### src/rtl/csi_rx_dly_cal.sv
// Per-lane IDELAY tap auto-calibration for CSI-2 D-PHY data lanes: sweeps every
// tap, scores HS sync-byte hits, and loads the centre of the longest passing window.
module csi_rx_dly_cal #(
    parameter int         NUM_LANES   = 2,
    parameter int         TAP_W       = 5,
    parameter logic [7:0] SYNC_BYTE   = 8'hB8,
    parameter int         SETTLE      = 4,
    parameter int         DWELL       = 1024,
    parameter int         MIN_HITS    = 2,
    parameter int         MIN_WINDOW  = 4,
    parameter int         DEFAULT_TAP = 3
) (
    input  logic                             byte_clock,
    input  logic                             reset_n,
    input  logic                             cal_start,
    input  logic [NUM_LANES*8-1:0]           deser_in,
    output logic [NUM_LANES*TAP_W-1:0]       tap_out,
    output logic [NUM_LANES-1:0]             tap_ld,
    output logic                             cal_busy,
    output logic                             cal_done,
    output logic [NUM_LANES-1:0]             cal_fail,
    output logic [NUM_LANES*(TAP_W+1)-1:0]   win_len
);

    localparam logic [2:0] ST_IDLE   = 3'd0;
    localparam logic [2:0] ST_LOAD   = 3'd1;
    localparam logic [2:0] ST_SETTLE = 3'd2;
    localparam logic [2:0] ST_DWELL  = 3'd3;
    localparam logic [2:0] ST_EVAL   = 3'd4;
    localparam logic [2:0] ST_APPLY  = 3'd5;
    localparam logic [2:0] ST_DONE   = 3'd6;

    localparam int CNT_W = $clog2(SETTLE + DWELL + 1);
    localparam int HIT_W = $clog2(MIN_HITS + 1);
    localparam int LEN_W = TAP_W + 1;

    localparam logic [CNT_W-1:0] SETTLE_LAST = CNT_W'(SETTLE - 1);
    localparam logic [CNT_W-1:0] DWELL_LAST  = CNT_W'(DWELL - 1);
    localparam logic [CNT_W-1:0] CNT_ONE     = CNT_W'(1);
    localparam logic [TAP_W-1:0] TAP_MAX     = {TAP_W{1'b1}};
    localparam logic [TAP_W-1:0] TAP_ONE     = TAP_W'(1);
    localparam logic [TAP_W-1:0] DEF_TAP     = TAP_W'(DEFAULT_TAP);
    localparam logic [HIT_W-1:0] HITS_SAT    = HIT_W'(MIN_HITS);
    localparam logic [HIT_W-1:0] HIT_ONE     = HIT_W'(1);
    localparam logic [HIT_W-1:0] HIT_ZERO    = HIT_W'(0);
    localparam logic [LEN_W-1:0] LEN_ONE     = LEN_W'(1);
    localparam logic [LEN_W-1:0] LEN_ZERO    = LEN_W'(0);
    localparam logic [LEN_W-1:0] MIN_WIN     = LEN_W'(MIN_WINDOW);

    logic [2:0]                 state_r, state_s;
    logic [CNT_W-1:0]           cnt_r;
    logic [TAP_W-1:0]           tap_idx_r;

    logic [7:0]                 prev_r     [NUM_LANES];
    logic [15:0]                win_s      [NUM_LANES];
    logic [NUM_LANES-1:0]       hit_s, hit_r;
    logic [2:0]                 off_s      [NUM_LANES];
    logic [2:0]                 off_r      [NUM_LANES];

    logic [HIT_W-1:0]           hits_r     [NUM_LANES];
    logic [2:0]                 ref_off_r  [NUM_LANES];
    logic [NUM_LANES-1:0]       mism_r;
    logic [LEN_W-1:0]           cur_len_r  [NUM_LANES];
    logic [TAP_W-1:0]           cur_start_r[NUM_LANES];
    logic [LEN_W-1:0]           best_len_r [NUM_LANES];
    logic [TAP_W-1:0]           best_start_r[NUM_LANES];

    logic [NUM_LANES-1:0]       pass_s;
    logic [LEN_W-1:0]           nlen_s     [NUM_LANES];
    logic [TAP_W-1:0]           nstart_s   [NUM_LANES];
    logic [LEN_W-1:0]           center_s   [NUM_LANES];

    logic [NUM_LANES*TAP_W-1:0] tap_out_r;
    logic [NUM_LANES-1:0]       tap_ld_r;
    logic                       cal_busy_r;
    logic                       cal_done_r;
    logic [NUM_LANES-1:0]       cal_fail_r;
    logic [NUM_LANES*LEN_W-1:0] win_len_r;

    assign tap_out  = tap_out_r;
    assign tap_ld   = tap_ld_r;
    assign cal_busy = cal_busy_r;
    assign cal_done = cal_done_r;
    assign cal_fail = cal_fail_r;
    assign win_len  = win_len_r;

    // Sync search across the previous+current byte; descending scan lets the lowest offset win.
    always_comb begin
        for (int l = 0; l < NUM_LANES; l++) begin
            win_s[l] = {deser_in[l*8 +: 8], prev_r[l]};
            hit_s[l] = 1'b0;
            off_s[l] = 3'd0;
            for (int k = 7; k >= 0; k--) begin
                hit_s[l] = hit_s[l] | (win_s[l][k +: 8] == SYNC_BYTE);
                off_s[l] = (win_s[l][k +: 8] == SYNC_BYTE) ? 3'(k) : off_s[l];
            end
        end
    end

    // Registered sync-detect pipeline per lane.
    always_ff @(posedge byte_clock or negedge reset_n) begin
        if (!reset_n) begin
            hit_r <= '0;
            for (int l = 0; l < NUM_LANES; l++) begin
                prev_r[l] <= 8'h00;
                off_r[l]  <= 3'd0;
            end
        end else begin
            hit_r <= hit_s;
            for (int l = 0; l < NUM_LANES; l++) begin
                prev_r[l] <= deser_in[l*8 +: 8];
                off_r[l]  <= off_s[l];
            end
        end
    end

    // Next-state decode for the sweep sequencer.
    always_comb begin
        state_s = state_r;
        case (state_r)
            ST_IDLE:   state_s = cal_start ? ST_LOAD : ST_IDLE;
            ST_LOAD:   state_s = ST_SETTLE;
            ST_SETTLE: state_s = (cnt_r == SETTLE_LAST) ? ST_DWELL : ST_SETTLE;
            ST_DWELL:  state_s = (cnt_r == DWELL_LAST) ? ST_EVAL : ST_DWELL;
            ST_EVAL:   state_s = (tap_idx_r == TAP_MAX) ? ST_APPLY : ST_LOAD;
            ST_APPLY:  state_s = ST_DONE;
            ST_DONE:   state_s = ST_IDLE;
            default:   state_s = ST_IDLE;
        endcase
    end

    // Per-lane window tracking for the tap under evaluation, and the final centre tap.
    always_comb begin
        for (int l = 0; l < NUM_LANES; l++) begin
            pass_s[l]   = (hits_r[l] == HITS_SAT) && !mism_r[l];
            nlen_s[l]   = pass_s[l] ? (cur_len_r[l] + LEN_ONE) : LEN_ZERO;
            nstart_s[l] = (pass_s[l] && (cur_len_r[l] == LEN_ZERO)) ? tap_idx_r : cur_start_r[l];
            center_s[l] = {1'b0, best_start_r[l]} + (best_len_r[l] >> 1);
        end
    end

    // Phase counter for SETTLE and DWELL; restarts on every state change.
    always_ff @(posedge byte_clock or negedge reset_n) begin
        if (!reset_n) begin
            cnt_r <= '0;
        end else if (state_s != state_r) begin
            cnt_r <= '0;
        end else if ((state_r == ST_SETTLE) || (state_r == ST_DWELL)) begin
            cnt_r <= cnt_r + CNT_ONE;
        end else begin
            cnt_r <= '0;
        end
    end

    // Sweep sequencer, hit scoring, window trackers and registered outputs.
    always_ff @(posedge byte_clock or negedge reset_n) begin
        if (!reset_n) begin
            state_r    <= ST_IDLE;
            tap_idx_r  <= '0;
            mism_r     <= '0;
            tap_out_r  <= {NUM_LANES{DEF_TAP}};
            tap_ld_r   <= '0;
            cal_busy_r <= 1'b0;
            cal_done_r <= 1'b0;
            cal_fail_r <= '0;
            win_len_r  <= '0;
            for (int l = 0; l < NUM_LANES; l++) begin
                hits_r[l]       <= HIT_ZERO;
                ref_off_r[l]    <= 3'd0;
                cur_len_r[l]    <= LEN_ZERO;
                cur_start_r[l]  <= '0;
                best_len_r[l]   <= LEN_ZERO;
                best_start_r[l] <= '0;
            end
        end else begin
            state_r  <= state_s;
            tap_ld_r <= '0;
            case (state_r)
                ST_IDLE: begin
                    if (cal_start) begin
                        cal_done_r <= 1'b0;
                        cal_fail_r <= '0;
                        win_len_r  <= '0;
                        cal_busy_r <= 1'b1;
                        tap_idx_r  <= '0;
                        mism_r     <= '0;
                        for (int l = 0; l < NUM_LANES; l++) begin
                            hits_r[l]       <= HIT_ZERO;
                            ref_off_r[l]    <= 3'd0;
                            cur_len_r[l]    <= LEN_ZERO;
                            cur_start_r[l]  <= '0;
                            best_len_r[l]   <= LEN_ZERO;
                            best_start_r[l] <= '0;
                        end
                    end
                end
                ST_LOAD: begin
                    tap_out_r <= {NUM_LANES{tap_idx_r}};
                    tap_ld_r  <= {NUM_LANES{1'b1}};
                end
                ST_DWELL: begin
                    for (int l = 0; l < NUM_LANES; l++) begin
                        if (hit_r[l]) begin
                            if (hits_r[l] == HIT_ZERO) begin
                                ref_off_r[l] <= off_r[l];
                            end else if (off_r[l] != ref_off_r[l]) begin
                                mism_r[l] <= 1'b1;
                            end
                            if (hits_r[l] != HITS_SAT) begin
                                hits_r[l] <= hits_r[l] + HIT_ONE;
                            end
                        end
                    end
                end
                ST_EVAL: begin
                    for (int l = 0; l < NUM_LANES; l++) begin
                        cur_len_r[l]   <= nlen_s[l];
                        cur_start_r[l] <= nstart_s[l];
                        // Strict compare keeps the lowest window on a tie.
                        if (nlen_s[l] > best_len_r[l]) begin
                            best_len_r[l]   <= nlen_s[l];
                            best_start_r[l] <= nstart_s[l];
                        end
                        hits_r[l] <= HIT_ZERO;
                    end
                    mism_r <= '0;
                    if (tap_idx_r != TAP_MAX) begin
                        tap_idx_r <= tap_idx_r + TAP_ONE;
                    end
                end
                ST_APPLY: begin
                    for (int l = 0; l < NUM_LANES; l++) begin
                        if (best_len_r[l] >= MIN_WIN) begin
                            tap_out_r[l*TAP_W +: TAP_W] <= center_s[l][TAP_W-1:0];
                            cal_fail_r[l]               <= 1'b0;
                        end else begin
                            tap_out_r[l*TAP_W +: TAP_W] <= DEF_TAP;
                            cal_fail_r[l]               <= 1'b1;
                        end
                        win_len_r[l*LEN_W +: LEN_W] <= best_len_r[l];
                    end
                    tap_ld_r   <= {NUM_LANES{1'b1}};
                    cal_busy_r <= 1'b0;
                end
                ST_DONE: begin
                    cal_done_r <= 1'b1;
                end
                default: begin
                    tap_ld_r <= '0;
                end
            endcase
        end
    end

endmodule

### config.mk
export PLATFORM = sky130hd
export DESIGN_NAME = csi_rx_dly_cal
export DESIGN_NICKNAME = d
export VERILOG_FILES = /design/src/rtl/csi_rx_dly_cal.sv
export SDC_FILE = /design/constraint.sdc
export NUM_CORES = 1
export LEC_CHECK = 0
export ABC_AREA = 1
export CAP_MARGIN = 0
export CORE_MARGIN = 2
export CORE_UTILIZATION = 35
export CTS_CLUSTER_DIAMETER = 120
export CTS_CLUSTER_SIZE = 28
export DETAILED_ROUTE_END_ITERATION = 7
export GPL_TIMING_DRIVEN = 0
export PLACE_DENSITY = 0.49
export SLEW_MARGIN = 0
export SYNTH_ARGS = -nofsm -noshare
export SYNTH_HDL_FRONTEND = slang
export SYNTH_SLANG_ARGS = --single-unit
### constraint.sdc
create_clock -name byte_clock -period 3.4 [get_ports byte_clock]
set_input_delay 0.68 -clock byte_clock [delete_from_list [all_inputs] [get_ports byte_clock]]
set_output_delay 0.68 -clock byte_clock [all_outputs]
set_load 0.01 [all_outputs]
# After elaboration in Yosys (flattened, before gate mapping)
# Cells that the tools add are included.
# W data, S select, Z words.
[totals]
regBits = 127
in_bits = 19
out_inout_bits = 28
elab_cells = 204
[classes]
addsub = 8
n_lt_le_gt_ge = 4
n_eq_ne = 47
muxes = 72
bitwise_logic = 14
reduce_logical = 31
[ops]
columns = ["op", "n"]
rows = [
  ["$eq A8 B8 Y1 const B", 16],
  ["$pmux W12 S2", 3],
  ["$mux W3", 22],
  ["$pmux W10 S2", 3],
  ["$mux W5", 8],
  ["$mux W6", 5],
  ["$mux W11", 2],
  ["$ne A2 B2 Y1 const B", 10],
  ["$pmux W3 S6", 1],
  ["$reduce_and A4 Y1", 4],
  ["$or A1 B1 Y1", 14],
  ["$add A6 B1 Y6 const B", 2],
  ["$ge A6 B3 Y1 const B", 2],
  ["$gt A6 B6 Y1", 2],
  ["$logic_not A6 Y1", 2],
  ["$mux W1", 12],
  ["$mux W12", 1],
  ["$mux W2", 6],
  ["$ne A2 B1 Y1 const B", 6],
  ["$pmux W4 S3", 1],
  ["$pmux W6 S2", 1],
  ["$add A11 B1 Y11 const B", 1],
  ["$eq A11 B10 Y1 const B", 1],
  ["$eq A11 B2 Y1 const B", 1],
  ["other kinds (27)", 50],
]

# Depth between registers and ports, before layout
# Gate-level depths: netlist of the first run.
[depth]
word_depth = 9
ltp_mapped = 16
ltp_nobuf = 15

# Worst setup path after synthesis of the first run
# OpenSTA, ideal clock, no wires.
[synth_timing]
path_kind = "register to register"
start = "reg hits_r[2] (netlist name)"
end = "reg best_len_r[10] (netlist name)"
setup_time_ps = 66
arrival_time_ps = 2009
required_ps = 3334
path_slack_ps = 1325
path_stages_with_launch = 14
n_path_buf = 1
period_less_slack_ps = 2075
cell_sequence = "dfrtp_1 > inv_1 > ha_1 > nand2_1 > nor3_1 > ha_1 > nand2_1 > inv_1 > o21bai_1 > nand3_1 > nand3_1 > buf_1 > nand3_1 > nand2_1"
[synth_via]
elab_chain_len = 6
elab_cells_between_ends = 8
classes_between = "order compare (1); eq/ne (2); mux (3); reduce/logical (2)"
[synth_rtl]
columns = ["item", "line", "text"]
rows = [
  ["from (decl)", "60", "logic [HIT_W-1:0] hits_r [NUM_LANES];"],
  ["from (signal, indexed assignment)", "210", "hits_r[l] <= hits_r[l] + HIT_ONE;"],
  ["$eq A2 B2 Y1 (*)", "135", "pass_s[l] = (hits_r[l] == HITS_SAT) && !mism_r[l];"],
  ["$logic_and A1 B1 Y1 (*)", "135", ""],
  ["$mux W6 (*)", "136", "nlen_s[l] = pass_s[l] ? (cur_len_r[l] + LEN_ONE) : LEN_ZERO;"],
  ["$gt A6 B6 Y1", "220", "if (nlen_s[l] > best_len_r[l]) begin"],
  ["$ne A2 B2 Y1 (no source line)", "-", ""],
  ["$reduce_and A3 Y1 (no source line)", "-", ""],
  ["to (signal, indexed assignment)", "221", "best_len_r[l] <= nlen_s[l];"],
  ["to (decl)", "65", "logic [LEN_W-1:0] best_len_r [NUM_LANES];"],
]
# Every way passes the cells marked *; elsewhere a longest branch is shown, timed or not. The select of a mux whose other input is x is not followed.
# A chain may end at the register's enable or synchronous reset.

# Worst setup path in the final report of the first run
[layout_timing]
start = "reg hits_r[2] (netlist name)"
end = "reg best_len_r[11] (netlist name)"
# Same word-level chain as after synthesis.

==> flow_summary.ini, run 1 <==
[outcome]
run_status = complete, no violations

[drt]
routed-via-count = 5504
routed_via_density = 4.91
detailedRoute.firstPassIterationCount = 5
finalWirelength_um = 16200
routedWlPerCell_um = 14.4
postRouteAntennaNets = 0
remaining_drc_errors = 0
drt_first_iter_violations = 292

[synth]
fraction_of_the_yosys_area_taken_by_sequential_cells = 0.483
syn-num-nets = 866
postSynth.asyncResetShare = 1.00
synth_enable_flop_cells = 0
synth-main-ff-cell = sky130_fd_sc_hd__dfrtp_1
ys_types = 35
synth_adder_area_share = 0.0655
syn_inst = 814
synth_xor_xnor_area_share = 0.0147
dominant_combinational_cell_family_by_area_after_synthesis = simple AND/OR/NAND/NOR gates
compound_gate_fraction_of_synth_area = 0.0945
share_of_synthesized_cell_area_in_and_or_nand_and_nor_gates = 0.262
postSynthRegisterBits = 126
synth.avg_cell_area_um2 = 8.03
synth.area.mux_share = 0
synth.yosys.warnings = 0
post_synth_instance_area_mm2 = 0.00654

[sta]
period_needed_ns = 2.68
setup_viol = 0
finalClockSkew_ns = 0.00676
setup_total_negative_slack_ns = 0
min_period_over_period = 0.789
tightest_slew_ns = 0.639
maxSlewHeadroom = 0.574
timing.fmax_ghz = 0.373
report.final.slew_viol_count = 0
hold_fails_final_rpt = 0
rsz0062_at_grt = no

[clocking]
clk_root_buffer_cell = sky130_fd_sc_hd__clkbuf_16
numClockSinks = 126
ctsHtreeMaxLevel = 4
cts-buffers-inserted = 17
cts.repair.resized = 0
cts-root-to-sink-buffers = 2
cts.repair_timing.setup_buffer_count = 0
cts_hold_repair.buffers = 0
clk_pin_slew_ns = 0.06
worst_skew_pair_latency_ns = 0.42
cts_tree = yes

[cells_and_area]
layout-area-overhead-vs-synth_pct = 21.3
fin_nets = 932
seq_area_mm2 = 0.00316
drive_gt1_frac = 0.0806
fin_cells = 1122
multi_input_area_mm2 = 0.00285
final_design_area_no_fill_mm2 = 0.00793
antenna_cells = 0
layout.filler_cells = 1755

[placement]
buffer_ports.inserted = 46
place_area_mm2 = 0.00731
detailedPlacementHpwl_um = 11900
place.gp.congestion = 0.871
placed_cells_incl_taps = 1090

[pwr]
power_density_mw_per_mm2 = 472
switching_share = 0.230
internal_power_mw = 2.88
net-switching-power_uw = 862
clkPwrFrac = 0.510
finalPower_mw = 3.74
p_leak_nw = 4.18
share_comb_of_total_power = 0.063
power.share.sequential = 0.427
ir_drop_mv = 0.346

[worst_setup_path]
worst-r2r-cell-count = 15
end_kind = flop
critical_path_peak_fanout = 10
worstSetupPathType = reg -> reg
timing.critical_path.from_type = flop
arrival_ns = 3.04
required_ns = 3.76

[floorplanning]
fp.dieArea_mm2 = 0.0198
die_w_um = 141
chipHeight_um = 141
initial_core_util = 0.360
ioPinCount = 47
row_count = 49
core_mm2 = 0.0181

[job]
drv_cap = 0

[grt]
most_congested_layer_reported_by_global_routing = met2
groute.layer.met2.usage = 0.288
groute.layer.met1.usage = 0.233
grt_util_all_layers = 0.174
globalRouteMet3Util = 0.0329
grt_antenna_before_repair = 0
grt_start_max_net_pins = 65
grt_first_pass_wirelength_um = 27300
first_global_vias = 5312
total_congestion_overflow = 0

[min_path]
min-delay-path-class = in -> async
cells in the mapped netlist, types with 2 or more instances:
cell type,number,share of area
sky130_fd_sc_hd__nand2_1,175,0.10
sky130_fd_sc_hd__o21bai_1,3,0.0034
sky130_fd_sc_hd__nor2_4,2,0.0034
sky130_fd_sc_hd__inv_1,106,0.061
sky130_fd_sc_hd__nor3_1,27,0.021
sky130_fd_sc_hd__inv_2,6,0.0034
sky130_fd_sc_hd__nand2_2,3,0.0029
sky130_fd_sc_hd__nor2_1,89,0.051
sky130_fd_sc_hd__clkbuf_1,2,0.0011
sky130_fd_sc_hd__nand4_1,13,0.012
sky130_fd_sc_hd__nor2_2,3,0.0029
sky130_fd_sc_hd__fa_1,2,0.0061
sky130_fd_sc_hd__xnor2_1,11,0.015
sky130_fd_sc_hd__ha_1,31,0.059
sky130_fd_sc_hd__o21ai_0,69,0.053
sky130_fd_sc_hd__o22ai_1,4,0.0038
sky130_fd_sc_hd__buf_4,3,0.0034
sky130_fd_sc_hd__buf_1,2,0.0011
sky130_fd_sc_hd__nor4_1,4,0.0038
sky130_fd_sc_hd__nand3_1,74,0.057
sky130_fd_sc_hd__o21ai_2,2,0.0027
sky130_fd_sc_hd__dfrtp_1,122,0.47
sky130_fd_sc_hd__nand3b_1,2,0.0023
sky130_fd_sc_hd__buf_2,10,0.0077
sky130_fd_sc_hd__or2_2,2,0.0019
sky130_fd_sc_hd__a21oi_1,35,0.027
sky130_fd_sc_hd__dfstp_2,4,0.016
final timing paths:
path | startpoint | end | slack [ns]
setup / recovery | hits_r[2]$_DFFE_PN0P_ | best_len_r[11]$_DFFE_PN0P_ | 0.72
hold / removal | reset_n | cnt_r[6]$_DFF_PN0_ | 0.23
setup reg to reg | hits_r[2]$_DFFE_PN0P_ | best_len_r[11]$_DFFE_PN0P_ | 0.72
hold reg to reg | cal_busy$_DFFE_PN0P_ | cal_busy$_DFFE_PN0P_ | 0.48
max in group asynchronous | reset_n | best_len_r[10]$_DFFE_PN0P_ | 2.44
min in group byte_clock | cal_busy$_DFFE_PN0P_ | cal_busy$_DFFE_PN0P_ | 0.48
layer usage:
metal / up-vias / share of wire
li1: 2782 / -
met1: 2604 / 0.48
met2: 101 / 0.47
met3: 17 / 0.032
met4: 0 / 0.014
met5: - / 0
layout make-up:
| type | instances | area share |
|---|---|---|
| inverters | 113 | 0.0538 |
| clock inverters | 10 | 0.0170 |
| repair buffers | 47 | 0.0617 |
| multi-input cells | 557 | 0.360 |
| flip-flops and latches | 126 | 0.398 |
| well taps | 229 | 0.0361 |
| plain buffers | 18 | 0.0125 |
| clock buffers | 22 | 0.0610 |
layout by cell type, fill, tap and decap left out, types with 17 or more instances in the layout:
cell type,instances
sky130_fd_sc_hd__nor2_1,89
sky130_fd_sc_hd__nand2_1,175
sky130_fd_sc_hd__o21ai_0,69
sky130_fd_sc_hd__nor3_1,27
sky130_fd_sc_hd__dfrtp_1,122
sky130_fd_sc_hd__clkbuf_16,17
sky130_fd_sc_hd__clkdlybuf4s50_1,45
sky130_fd_sc_hd__ha_1,31
sky130_fd_sc_hd__nand3_1,74
sky130_fd_sc_hd__inv_1,106
sky130_fd_sc_hd__a21oi_1,35
cell families (layout without fill, tap and decap cells):
| kind of cell | after synthesis | count (layout) |
|---|---|---|
| and+or+nand+nor | 396 | 396 |
| buffers and inverters | 131 | 210 |
| DFF | 126 | 126 |
| AOI/OAI and AO/OA | 117 | 117 |
| adders and majority gates | 33 | 33 |
| xor gates and xnor gates | 11 | 11 |
worst max-delay path, stage by stage, from the launching register on:
cell and delay [ns]:
sky130_fd_sc_hd__dfrtp_1 0.35, sky130_fd_sc_hd__inv_1 0.11, sky130_fd_sc_hd__ha_1 0.19, sky130_fd_sc_hd__nand2_1 0.19, sky130_fd_sc_hd__inv_1 0.16, sky130_fd_sc_hd__o21ai_0 0.10
sky130_fd_sc_hd__a21oi_1 0.21, sky130_fd_sc_hd__ha_1 0.27, sky130_fd_sc_hd__nand2_1 0.06, sky130_fd_sc_hd__nor2_1 0.05, sky130_fd_sc_hd__o21ai_0 0.08, sky130_fd_sc_hd__nand3_1 0.09
sky130_fd_sc_hd__nand3_1 0.13, sky130_fd_sc_hd__buf_1 0.37, sky130_fd_sc_hd__nand3_1 0.15, sky130_fd_sc_hd__nand2_1 0.10
metrics by stage:
step                      setup WS (ns)   util  hold WS [ns]
final                             0.717  0.437         0.227
after global placement            -3.44  0.401         0.466
after CTS                         0.722  0.437         0.282
after global routing              0.399  0.437         0.301
after floorplan                    1.32      -         0.384
after detailed placement          0.738  0.403         0.468
state kept, by name, summed over array words and instances (netlist names), 3 cells and up:
| name | count |
|---|---|
| prev_r | 16 |
| best_len_r | 12 |
| cur_len_r | 12 |
| win_len | 12 |
| cnt_r | 11 |
| best_start_r | 10 |
| cur_start_r | 10 |
| tap_out | 10 |
| off_r | 6 |
| ref_off_r | 6 |
| tap_idx_r | 5 |
| hits_r | 4 |
| state_r | 3 |
power by group through the flow:
stage	Combinational (mW)	Sequential [mW]	Clock [mW]
4_1_cts	0.242	1.60	1.96
6_report	0.237	1.60	1.91
2_1_floorplan	0.140	1.61	0
5_1_grt	0.278	1.60	2.02
3_3_place_gp	0.225	1.62	0
3_5_place_dp	0.241	1.62	0
No activity file was read; power rests on OpenSTA's default activity.
==> inputs of run 2 (changes only) <==
==> constraint.sdc (replaced) <==
create_clock -name byte_clock -period 2.56 [get_ports byte_clock]
set_input_delay 0.512 -clock byte_clock [delete_from_list [all_inputs] [get_ports byte_clock]]
set_output_delay 0.512 -clock byte_clock [all_outputs]
set_load 0.01 [all_outputs]
==> run 2 against run 1 <==
  * Hold slack worse by 0.17 ns
  * Register-to-register slack got worse by 0.46 ns
  * Combinational power grew 44%
  * Final cell count about the same
  * Count of clock-buffer cells in the layout stayed put
  * Utilization is 0.40 points higher
==> flow_summary.ini, run 2 (synthesized netlist as in run 1, its figures left out) <==
[clocking]
numClockSinks = 126
clk_root_buffer_cell = sky130_fd_sc_hd__clkbuf_16
cts-root-to-sink-buffers = 2
clk_pin_slew_ns = 0.06
cts-buffers-inserted = 17
cts_tree = yes
ctsHtreeMaxLevel = 4
worst_skew_pair_latency_ns = 0.42
cts_hold_repair.buffers = 0

[placement]
place_area_mm2 = 0.00731
buffer_ports.inserted = 46
detailedPlace.worstSlack_ns = -0.102
place.gp.congestion = 0.871
detailedPlacementHpwl_um = 11900

[cells_and_area]
antenna_cells = 0
largest_register_ff_count = 16
drive_gt1_frac = 0.0996
fin_nets = 933
layout-area-overhead-vs-synth_pct = 22.4
most-common-layout-cells = sky130_fd_sc_hd__nand2_1 (173), sky130_fd_sc_hd__dfrtp_1 (121), sky130_fd_sc_hd__inv_1 (103), sky130_fd_sc_hd__nor2_1 (89), sky130_fd_sc_hd__nand3_1 (73)
final_design_area_no_fill_mm2 = 0.00801
registers.top_by_ff_count = prev_r
mostFrequentLayoutCell = sky130_fd_sc_hd__nand2_1

[outcome]
run_status = complete, no violations

[drt]
drt_first_iter_violations = 260
routed_via_density = 4.92
remaining_drc_errors = 0
finalWirelength_um = 16300
routedWlPerCell_um = 14.5
detailedRoute.firstPassIterationCount = 5
routed-via-count = 5529
postRouteAntennaNets = 0

[pwr]
p_leak_nw = 4.19
clkPwrFrac = 0.507
ir_drop_mv = 0.458
power_density_mw_per_mm2 = 625
finalPower_mw = 5.01
internal_power_mw = 3.84
power.share.sequential = 0.425
net-switching-power_mw = 1.17
switching_share = 0.233
share_comb_of_total_power = 0.068

[worst_setup_path]
critical_path_peak_fanout = 10
r2r_setup_slack_ns = 0.25
required_ns = 2.87
rr_startpoint = cur_len_r[6]$_DFFE_PN0P_
crit-reg2reg-capture = best_start_r[7]$_DFFE_PN0P_
arrival_ns = 2.62
end_kind = flop
timing.critical_path.from_type = flop
worst-r2r-cell-count = 14
worstSetupPathType = reg -> reg

[grt]
grt_util_all_layers = 0.174
grt_first_pass_wirelength_um = 27300
total_congestion_overflow = 0
first_global_vias = 5318
grt_start_max_net_pins = 65
grt_antenna_before_repair = 0

[sta]
min_period_over_period = 0.901
setup_viol = 0
tightest_slew_ns = 0.635
period_needed_ns = 2.31
finalClockSkew_ns = 0.00678
maxSlewHeadroom = 0.577
timing.fmax_ghz = 0.434
hold_fails_final_rpt = 0
report.final.slew_viol_count = 0
setup_ws_ns = 0.254

[floorplanning]
chipHeight_um = 141
initial_core_util = 0.360
core_mm2 = 0.0181
row_count = 49
die_w_um = 141
ioPinCount = 47
fp.dieArea_mm2 = 0.0198

[job]
drv_cap = 0

[min_path]
min-delay-path-class = in -> async
-- run 2: cell count changes in the layout (fill, tap and decap cells not counted), moves of 2 or more --
cell,delta
sky130_fd_sc_hd__ha_1,-2
sky130_fd_sc_hd__nand2_1,-2
sky130_fd_sc_hd__inv_2,+3
sky130_fd_sc_hd__clkbuf_4,+3
sky130_fd_sc_hd__inv_1,-3
sky130_fd_sc_hd__nor3_1,-4
sky130_fd_sc_hd__nor3_2,+4
sky130_fd_sc_hd__buf_1,-2
-- run 2: routing by layer --
layer / track usage / up-vias / wire, um
met3: 0.0329 / 21 / 578
met2: 0.288 / 109 / 7660
li1: - / 2782 / -
met4: 0.0516 / 0 / 282
met1: 0.233 / 2617 / 7760
met5: 0 / - / 0
-- run 2: repair_timing --
item	CTS	global route
setup buffers	0	1
pin swaps	0	1
endpoints found under the setup margin	20	20
gates resized for setup	3	18
-- run 2: cell type report --
class | count | area, um2
buffer | 18 | 109
clock buffer | 22 | 484
sequential | 126 | 3160
fill | 1745 | 10100
inverter | 113 | 427
clock inverter | 10 | 135
tap | 229 | 287
multi-input combinational | 557 | 2910
timing repair buffer | 48 | 497
-- run 2: metrics by stage --
stage | hold slack (ns) | cells | TNS, ns | utilization
after detailed placement | 0.468 | 1090 | -1.49 | 0.403
after global placement | 0.466 | 1089 | -512.50 | 0.401
final | 0.0596 | 1123 | 0 | 0.441
after CTS | 0.114 | 1122 | 0 | 0.437
after floorplan | 0.216 | 814 | 0 | -
after global routing | 0.133 | 1123 | -0.00115 | 0.441
-- run 2: how the worst max path moves through the flow --
stage               slack (ns)                      from  cells after the start                          end
floorplan                 0.48     hits_r[2]$_DFFE_PN0P_                     13   best_len_r[10]$_DFFE_PN0P_
global placement         -4.12                   reset_n                      1     cur_len_r[7]$_DFFE_PN0P_
detailed placement       -0.10     hits_r[2]$_DFFE_PN0P_                     15    best_len_r[7]$_DFFE_PN0P_
CTS                       0.07     hits_r[0]$_DFFE_PN0P_                     16    best_len_r[4]$_DFFE_PN0P_
global route            -0.001  cur_len_r[2]$_DFFE_PN0P_                     15  best_start_r[2]$_DFFE_PN0P_
finish                    0.25  cur_len_r[6]$_DFFE_PN0P_                     14  best_start_r[7]$_DFFE_PN0P_
-- run 2: power by group through the flow --
| stage | Combinational, mW | Clock, mW | Sequential (mW) |
|---|---|---|---|
| floorplan | 0.186 | 0 | 2.14 |
| global placement | 0.299 | 0 | 2.15 |
| detailed placement | 0.320 | 0 | 2.16 |
| CTS | 0.325 | 2.60 | 2.12 |
| global route | 0.395 | 2.69 | 2.13 |
| finish | 0.341 | 2.54 | 2.13 |
-- run 2: critical path, stage by stage, from the launching register on --
cell                       delay, ns
sky130_fd_sc_hd__dfrtp_1        0.43
sky130_fd_sc_hd__ha_1           0.25
sky130_fd_sc_hd__nand3_1        0.12
sky130_fd_sc_hd__nor2_1         0.06
sky130_fd_sc_hd__nor3_2         0.21
sky130_fd_sc_hd__ha_1           0.27
sky130_fd_sc_hd__nand2_1        0.08
sky130_fd_sc_hd__nor2_1         0.06
sky130_fd_sc_hd__o21ai_0        0.08
sky130_fd_sc_hd__nand3_1        0.09
sky130_fd_sc_hd__nand3_1        0.13
sky130_fd_sc_hd__nand2_1        0.10
sky130_fd_sc_hd__clkbuf_4       0.19
sky130_fd_sc_hd__nand2_1        0.08
sky130_fd_sc_hd__nand2_1        0.05
